===== src/rtl/updown_count_monitor.sv =====
// rtl/updown_count_monitor.sv - passive checker predicting an up/down counter's next output.
// Optional UDC_MON_FIRST_ERR_EN adds capture of the first CHECK mismatch (expected/observed).
module updown_count_monitor #(
  parameter int WIDTH          = 8,
  parameter int ERR_CNT_W      = 8,
  parameter int RESYNC_MATCHES = 2
) (
  input  logic                 clk,
  input  logic                 rst_n,
  input  logic                 mon_valid,
  input  logic                 mon_rst,
  input  logic                 mon_up_dn,
  input  logic [WIDTH-1:0]     mon_data,
  output logic [WIDTH-1:0]     expected,
  output logic                 locked,
  output logic                 err_pulse,
  output logic [ERR_CNT_W-1:0] err_count,
  output logic                 wrap_up_pulse,
`ifdef UDC_MON_FIRST_ERR_EN
  output logic                 wrap_dn_pulse,
  output logic                 first_err_valid,
  output logic [WIDTH-1:0]     first_err_exp,
  output logic [WIDTH-1:0]     first_err_obs
`else
  output logic                 wrap_dn_pulse
`endif
);

  localparam int RUN_W = (RESYNC_MATCHES > 1) ? $clog2(RESYNC_MATCHES + 1) : 1;
  localparam logic [RUN_W-1:0] RUN_TGT = RUN_W'(RESYNC_MATCHES);

  typedef enum logic [1:0] {
    UNLOCKED = 2'd0,
    CHECK    = 2'd1,
    ERROR    = 2'd2
  } state_e;

  state_e               state_q, state_d;
  logic [WIDTH-1:0]     exp_q, exp_d;
  logic [RUN_W-1:0]     run_q, run_d;
  logic [ERR_CNT_W-1:0] cnt_q, cnt_d;
  logic                 err_pulse_q, err_pulse_d;
  logic                 wrap_up_q, wrap_up_d;
  logic                 wrap_dn_q, wrap_dn_d;
  // Wrap candidates remember whether the predicting sample sat at a wrap boundary.
  logic                 wup_cand_q, wup_cand_d;
  logic                 wdn_cand_q, wdn_cand_d;
  logic [WIDTH-1:0]     next_val;
  logic                 match;
`ifdef UDC_MON_FIRST_ERR_EN
  logic                 fe_valid_q, fe_valid_d;
  logic [WIDTH-1:0]     fe_exp_q, fe_exp_d;
  logic [WIDTH-1:0]     fe_obs_q, fe_obs_d;
`endif

  always_comb begin
    next_val = mon_rst ? '0 : (mon_up_dn ? mon_data + WIDTH'(1) : mon_data - WIDTH'(1));
    match    = (mon_data == exp_q);
  end

  always_comb begin
    state_d     = state_q;
    exp_d       = exp_q;
    run_d       = run_q;
    cnt_d       = cnt_q;
    err_pulse_d = 1'b0;
    wrap_up_d   = 1'b0;
    wrap_dn_d   = 1'b0;
    wup_cand_d  = wup_cand_q;
    wdn_cand_d  = wdn_cand_q;
`ifdef UDC_MON_FIRST_ERR_EN
    fe_valid_d  = fe_valid_q;
    fe_exp_d    = fe_exp_q;
    fe_obs_d    = fe_obs_q;
`endif
    if (!mon_valid) begin
      state_d = UNLOCKED;
      run_d   = '0;
    end else begin
      exp_d      = next_val;
      wup_cand_d = !mon_rst && mon_up_dn && (&mon_data);
      wdn_cand_d = !mon_rst && !mon_up_dn && (mon_data == '0);
      unique case (state_q)
        UNLOCKED: state_d = CHECK;
        CHECK: begin
          if (match) begin
            wrap_up_d = wup_cand_q;
            wrap_dn_d = wdn_cand_q;
          end else begin
            err_pulse_d = 1'b1;
            if (!(&cnt_q)) cnt_d = cnt_q + ERR_CNT_W'(1);
            state_d = ERROR;
            run_d   = '0;
`ifdef UDC_MON_FIRST_ERR_EN
            if (!fe_valid_q) begin
              fe_valid_d = 1'b1;
              fe_exp_d   = exp_q;
              fe_obs_d   = mon_data;
            end
`endif
          end
        end
        ERROR: begin
          if (!match) begin
            run_d = '0;
          end else if (run_q + RUN_W'(1) == RUN_TGT) begin
            run_d   = '0;
            state_d = CHECK;
          end else begin
            run_d = run_q + RUN_W'(1);
          end
        end
        default: state_d = UNLOCKED;
      endcase
    end
  end

  always_ff @(posedge clk or negedge rst_n) begin
    if (!rst_n) begin
      state_q     <= UNLOCKED;
      exp_q       <= '0;
      run_q       <= '0;
      cnt_q       <= '0;
      err_pulse_q <= 1'b0;
      wrap_up_q   <= 1'b0;
      wrap_dn_q   <= 1'b0;
      wup_cand_q  <= 1'b0;
      wdn_cand_q  <= 1'b0;
`ifdef UDC_MON_FIRST_ERR_EN
      fe_valid_q  <= 1'b0;
      fe_exp_q    <= '0;
      fe_obs_q    <= '0;
`endif
    end else begin
      state_q     <= state_d;
      exp_q       <= exp_d;
      run_q       <= run_d;
      cnt_q       <= cnt_d;
      err_pulse_q <= err_pulse_d;
      wrap_up_q   <= wrap_up_d;
      wrap_dn_q   <= wrap_dn_d;
      wup_cand_q  <= wup_cand_d;
      wdn_cand_q  <= wdn_cand_d;
`ifdef UDC_MON_FIRST_ERR_EN
      fe_valid_q  <= fe_valid_d;
      fe_exp_q    <= fe_exp_d;
      fe_obs_q    <= fe_obs_d;
`endif
    end
  end

  assign expected      = exp_q;
  assign locked        = (state_q == CHECK);
  assign err_pulse     = err_pulse_q;
  assign err_count     = cnt_q;
  assign wrap_up_pulse = wrap_up_q;
  assign wrap_dn_pulse = wrap_dn_q;
`ifdef UDC_MON_FIRST_ERR_EN
  assign first_err_valid = fe_valid_q;
  assign first_err_exp   = fe_exp_q;
  assign first_err_obs   = fe_obs_q;
`endif

endmodule


===== config.mk =====
export PLATFORM = sky130hd
export DESIGN_NAME = updown_count_monitor
export DESIGN_NICKNAME = d
export VERILOG_FILES = /design/src/rtl/updown_count_monitor.sv
export SDC_FILE = /design/constraint.sdc
export NUM_CORES = 1
export LEC_CHECK = 0
export CORE_MARGIN = 3
export CORE_UTILIZATION = 45
export DETAILED_ROUTE_END_ITERATION = 12
export PLACE_DENSITY = 0.75
export SLEW_MARGIN = 20
export SYNTH_ARGS = -nofsm -noshare
export SYNTH_HDL_FRONTEND = slang
export SYNTH_SLANG_ARGS = --single-unit

===== constraint.sdc =====
create_clock -name clk -period 1.6 [get_ports clk]
set_clock_uncertainty 0.05 [all_clocks]
set_input_delay 0.32 -clock clk [delete_from_list [all_inputs] [get_ports clk]]
set_output_delay 0.32 -clock clk [all_outputs]
set_load 0.02 [all_outputs]

# After elaboration in Yosys (flattened, before gate mapping)
# Index checks and enable logic that the tools add are counted.
# totals
out_inout_bits,20
register_bits,25
input_bits,13
elab_cells,57
# op_classes
n_reduce_logical,13
muxes,21
n_eq_ne,8
addsub,4
bitwise_logic,2
# ops
operator,count
$add A8 B1 Y8 const B,2
$mux W2,8
$mux W8,2
$reduce_and A8 Y1,2
$mux W1,9
$ne A3 B3 Y1 const B,3
$eq A8 B8 Y1,1
$logic_not A8 Y1,1
$sub A8 B1 Y8 const B,1
$pmux W2 S3,1
$eq A2 B2 Y1 const B,2
$logic_and A1 B1 Y1,4
$pmux W2 S2,1
$reduce_and A4 Y1,1
$ne A3 B1 Y1 const B,1
$reduce_and A3 Y1,1
$add A2 B1 Y2 const B,1
$eq A2 B1 Y1 const B,1
$logic_not A1 Y1,2
$logic_not A2 Y1,1
$not A1 Y1,2
$reduce_and A2 Y1,1

# Logic depth before layout (Yosys ltp)
# Gate-level depths: netlist (run 1).
# depth
ltp_word,6
ltp_mapped,7
mapped_depth_nobuf,7

# Least setup slack after synthesis (run 1)
# OpenSTA, ideal clock, no wires.
# synth_path
path_kind,flip-flop to flip-flop
startpoint,"reg cnt_q[0], in the netlist err_count[0]"
endpoint,"reg cnt_q[1], in the netlist err_count[1]"
synth_period_minus_slack_ps,1851
required_time_ps,1425
path_stages_with_launch,7
n_path_buf,0
arrival_ps,1676
setup_ps,125
path_slack_ps,-251
path_cell_list,dfrtp_1 ha_1 and3_1 and3_1 nand3_1 and2_4 mux2_4
# synth_between
elab_chain_cells,3
word_cells_on_any_way,4
classes_between,add/sub: 1; bitwise: 1; reduce/logical: 2
# synth_lines
item,line_no,source
from (decl),41,"logic [ERR_CNT_W-1:0] cnt_q, cnt_d;"
from (signal assigned),138,cnt_q <= cnt_d;
branches (longest 3 deep; another with $add A8 B1 Y8),--,
# Parallel ways; which one is timed is not known.
# A chain may end at the register's enable or synchronous reset.

# Worst setup path after layout (run 1)
# layout_path
startpoint,in mon_data[6]
endpoint,reg state_q[1]
# layout_between
elab_chain_cells,3
word_cells_on_any_way,4
classes_between,eq/ne: 3; reduce/logical: 1
# layout_lines
item,line_no,source
from (decl),13,"input logic [WIDTH-1:0] mon_data,"
$eq A8 B8 Y1 (*),58,match = (mon_data == exp_q);
$ne A3 B3 Y1 (no line),--,
$reduce_and A3 Y1 (no line) (*),--,
to (signal assigned),135,state_q <= state_d;
to (decl),38,"state_e state_q, state_d;"
# Mark *: on every way between the ends. The rest lies on a longest branch, timed or not.

==> results of run 1 <==
[per-stage QoR]
stage / worst slack (ns) / cells / power (W) / hold slack (ns)
final: -0.191 / 266 / 0.00201 / 0.281
after global routing: -0.254 / 266 / 0.00213 / 0.303
after CTS: -0.219 / 264 / 0.00200 / 0.277
after detailed placement: -0.914 / 257 / 0.00172 / 0.446
after global placement: -0.810 / 257 / 0.00169 / 0.443
after floorplan: -0.148 / 140 / 0.00124 / -0.0256
[what timing repair did]
| action | 4_1_cts | 5_1_grt |
|---|---|---|
| pin swaps | 10 | 9 |
| gates resized for setup | 55 | 29 |
| gates cloned | 0 | 0 |
| endpoints found under the setup margin | 39 | 26 |
| buffers inserted | 3 | 2 |
[cells by family (layout without fill, tap and decap cells)]
group                    Yosys count  in the layout  synth area share [%]
AND/OR/NAND/NOR                   45             45                  18.8
XOR/XNOR                          16             16                  9.88
flip-flops                        25             25                  41.8
multiplexers                       3              3                  2.76
buffers and inverters             11             93                  2.76
AO/OA/AOI/OAI                     32             32                  16.7
adder cells (fa/ha/maj)            8              8                  7.20
[sequential cells by signal (all words and copies together) (netlist names)]
name / count
wup_cand_q: 1
err_pulse: 1
state_q: 2
run_q: 2
wrap_dn_pulse: 1
wdn_cand_q: 1
expected: 8
wrap_up_pulse: 1
err_count: 8
[area by class of cell]
class                   instances  area (um^2)
repair buffers                 80          656
multi-input cells             104          988
well taps                      44         55.1
clock buffers                   3         22.5
clock inverters                 1         7.51
flip-flops and latches         25          636
fillers                       230          701
inverters                       9         37.5
[how the worst max path moves through the flow]
stage,startpoint,end,slack (ns),cells past startpoint
floorplan,mon_up_dn,expected[6],-0.15,7
global placement,mon_up_dn,expected[4],-0.81,7
detailed placement,mon_up_dn,expected[6],-0.91,8
CTS,expected[2],state_q[1],-0.22,6
global route,expected[1],state_q[1],-0.25,6
finish,mon_data[6],state_q[1],-0.19,7
[power by group through the flow]
stage          sequential, W  combinational, W  clock (W)
6_report            0.000811          0.000899   0.000299
5_1_grt             0.000829          0.000969   0.000336
4_1_cts             0.000809          0.000873   0.000316
3_5_place_dp        0.000821          0.000895          0
3_3_place_gp        0.000815          0.000871          0
2_1_floorplan       0.000935          0.000309          0
[layer usage]
layer	track usage, %	share of wire [%]
met1	26.2	43
met2	38.1	51
met3	4.99	4.2
met4	7.28	1.9
met5	0	0
[Yosys cell counts, drive strengths merged, types with 3 or more instances]
cell type / number
dfrtp: 25
xor2: 10
inv: 9
nand2: 8
ha: 7
nand3: 6
nor3: 6
xnor2: 6
nor2: 5
o21ai: 5
and3: 4
nand4: 4
nor2b: 4
nor4: 4
a211oi: 3
a21oi: 3
mux2: 3
o21a: 3
==> qor.csv, run 1 <==
metric,value,unit
Post-layout nets,244,
hpwl dp,2980,um
relative slew slack,76.4,%
"IR drop worst, VDD",0.707,mV
GP Congestion,0.889,
CP startpoint kind,input pin,
failing checks,negative setup slack,
Sequential Power Share,40.4,%
PD cells,836,nW/um^2
die width,63.6,um
share of layout cells above drive strength 1,47.3,%
row count,20,
H-tree levels,1,
Final period util,112,%
Mapped Area,1500,um^2
kind of critical path,in -> reg,
outcome,finished with violations,
CTS tree,built,
FF-to-FF Start,expected[1],
Final Max Tran Viols,0,
crit path DAT,1.96,ns
highest-delay cell along the critical path,clkdlybuf4s50_1,
overall routing resource usage,21.8,%
Total Wirelength,4090,um
leak pwr,1.13,nW
Initial Util,48.2,%
initial antenna violation count,0,
Area Growth Syn to Fin,60.7,%
"commonest non-fill, non-tap cells in the layout","buf_4 (42), dfrtp_1 (17), dlygate4sd2_1 (12)",
combinational share of power,44.7,%
Synth Area per Inst,10.7,um^2
sw frac,36.4,%
post-synth cell types,46,
final core utilization,77.4,%
Final Worst Setup Slack,-0.191,ns
Fin. Hold Viols,0,
critical path peak fanout,6,
CTS root buf,clkbuf_4,
DRC Markers,0,
Top Family by Delay on Critical Path,simple AND/OR/NAND/NOR gates,
Hold Path Class,in -> async,
CTS Buffer Depth,2,
worst r2r dst,state_q[1],
Worst-Margin Slew,0.352,ns
largest net degree at the start of global routing,26,
"Seq/Total Area, Yosys",41.8,%
io pins,33,
Max stage delay on crit path,0.46,ns
largest cells by area after synthesis,"dfrtp_1 (42%), ha_1 (5.9%), xor2_1 (5.3%)",
MaxCap Viol Count,0,
top_reg_cell synth,dfrtp_1,
Avg WL per Cell,15.4,um
"most common cell after layout, fill and taps aside",buf_4,
# setup viols final,14,
clk_lat worst skew,0.33,ns
"CTS clk-pin slew, worst paths",0.15,ns
vias in the first global route,1493,
Async SR Flop Fraction,100,%
drt first pass iters,4,
internal power,0.00128,W
chip height,63.6,um
Post-CTS Hold Buffers,0,
switching pwr,0.000732,W
vias,1399,
crit path capture type,flop,
TNS Setup,-1.35,ns
Num CTS Buffers,3,
# diodes,0,
Yosys Warn Count,0,
flip-flop and latch count after synthesis,25,
Clk pwr share,14.9,%
post-synth top area share,41.8,%
Post-Syn Instances,140,
port bufs,32,
die footprint,4050,um^2
syn_nets,161,
crit path cell chain,clkdlybuf4s50_1 -> xor2_2 -> nor4_4 -> buf_4 -> nand2_4 -> nor3b_4 -> o22ai_1,
Required @ worst endpoint,1.76,ns
GR Overflow Total,0,
core footprint,3100,um^2
Post-synth EDFFs,0,
first-pass GRT wire length,6960,um
FMAX,558,MHz
minimum clock period,1.79,ns
vias per cell,5.26,
RSZ-0062 raised after global routing,yes,
antenna violation net count after detailed routing,0,
Reg2Reg Depth,6,
Yosys top cell by area,dfrtp_1,
Crit path buffers/inverters,2,
initial drt markers,71,
Reg2Reg Setup Slack,-0.18,ns
placed cell area,2240,um^2
# clock sinks,25,
design area,2400,um^2
No activity file was read; power rests on OpenSTA's default activity.
==> run 2: changes to the inputs <==
GPL_TIMING_DRIVEN = 1   (was default)
==> results of run 2 <==
The final DEF is identical to that of run 1; final timing and power are the same.
==> run 3: changes to the inputs <==
CTS_CLUSTER_SIZE = 40   (was default)
HOLD_SLACK_MARGIN = 0.1   (was default)
==> results of run 3 <==
The final DEF is identical to that of run 1; final timing and power are the same.
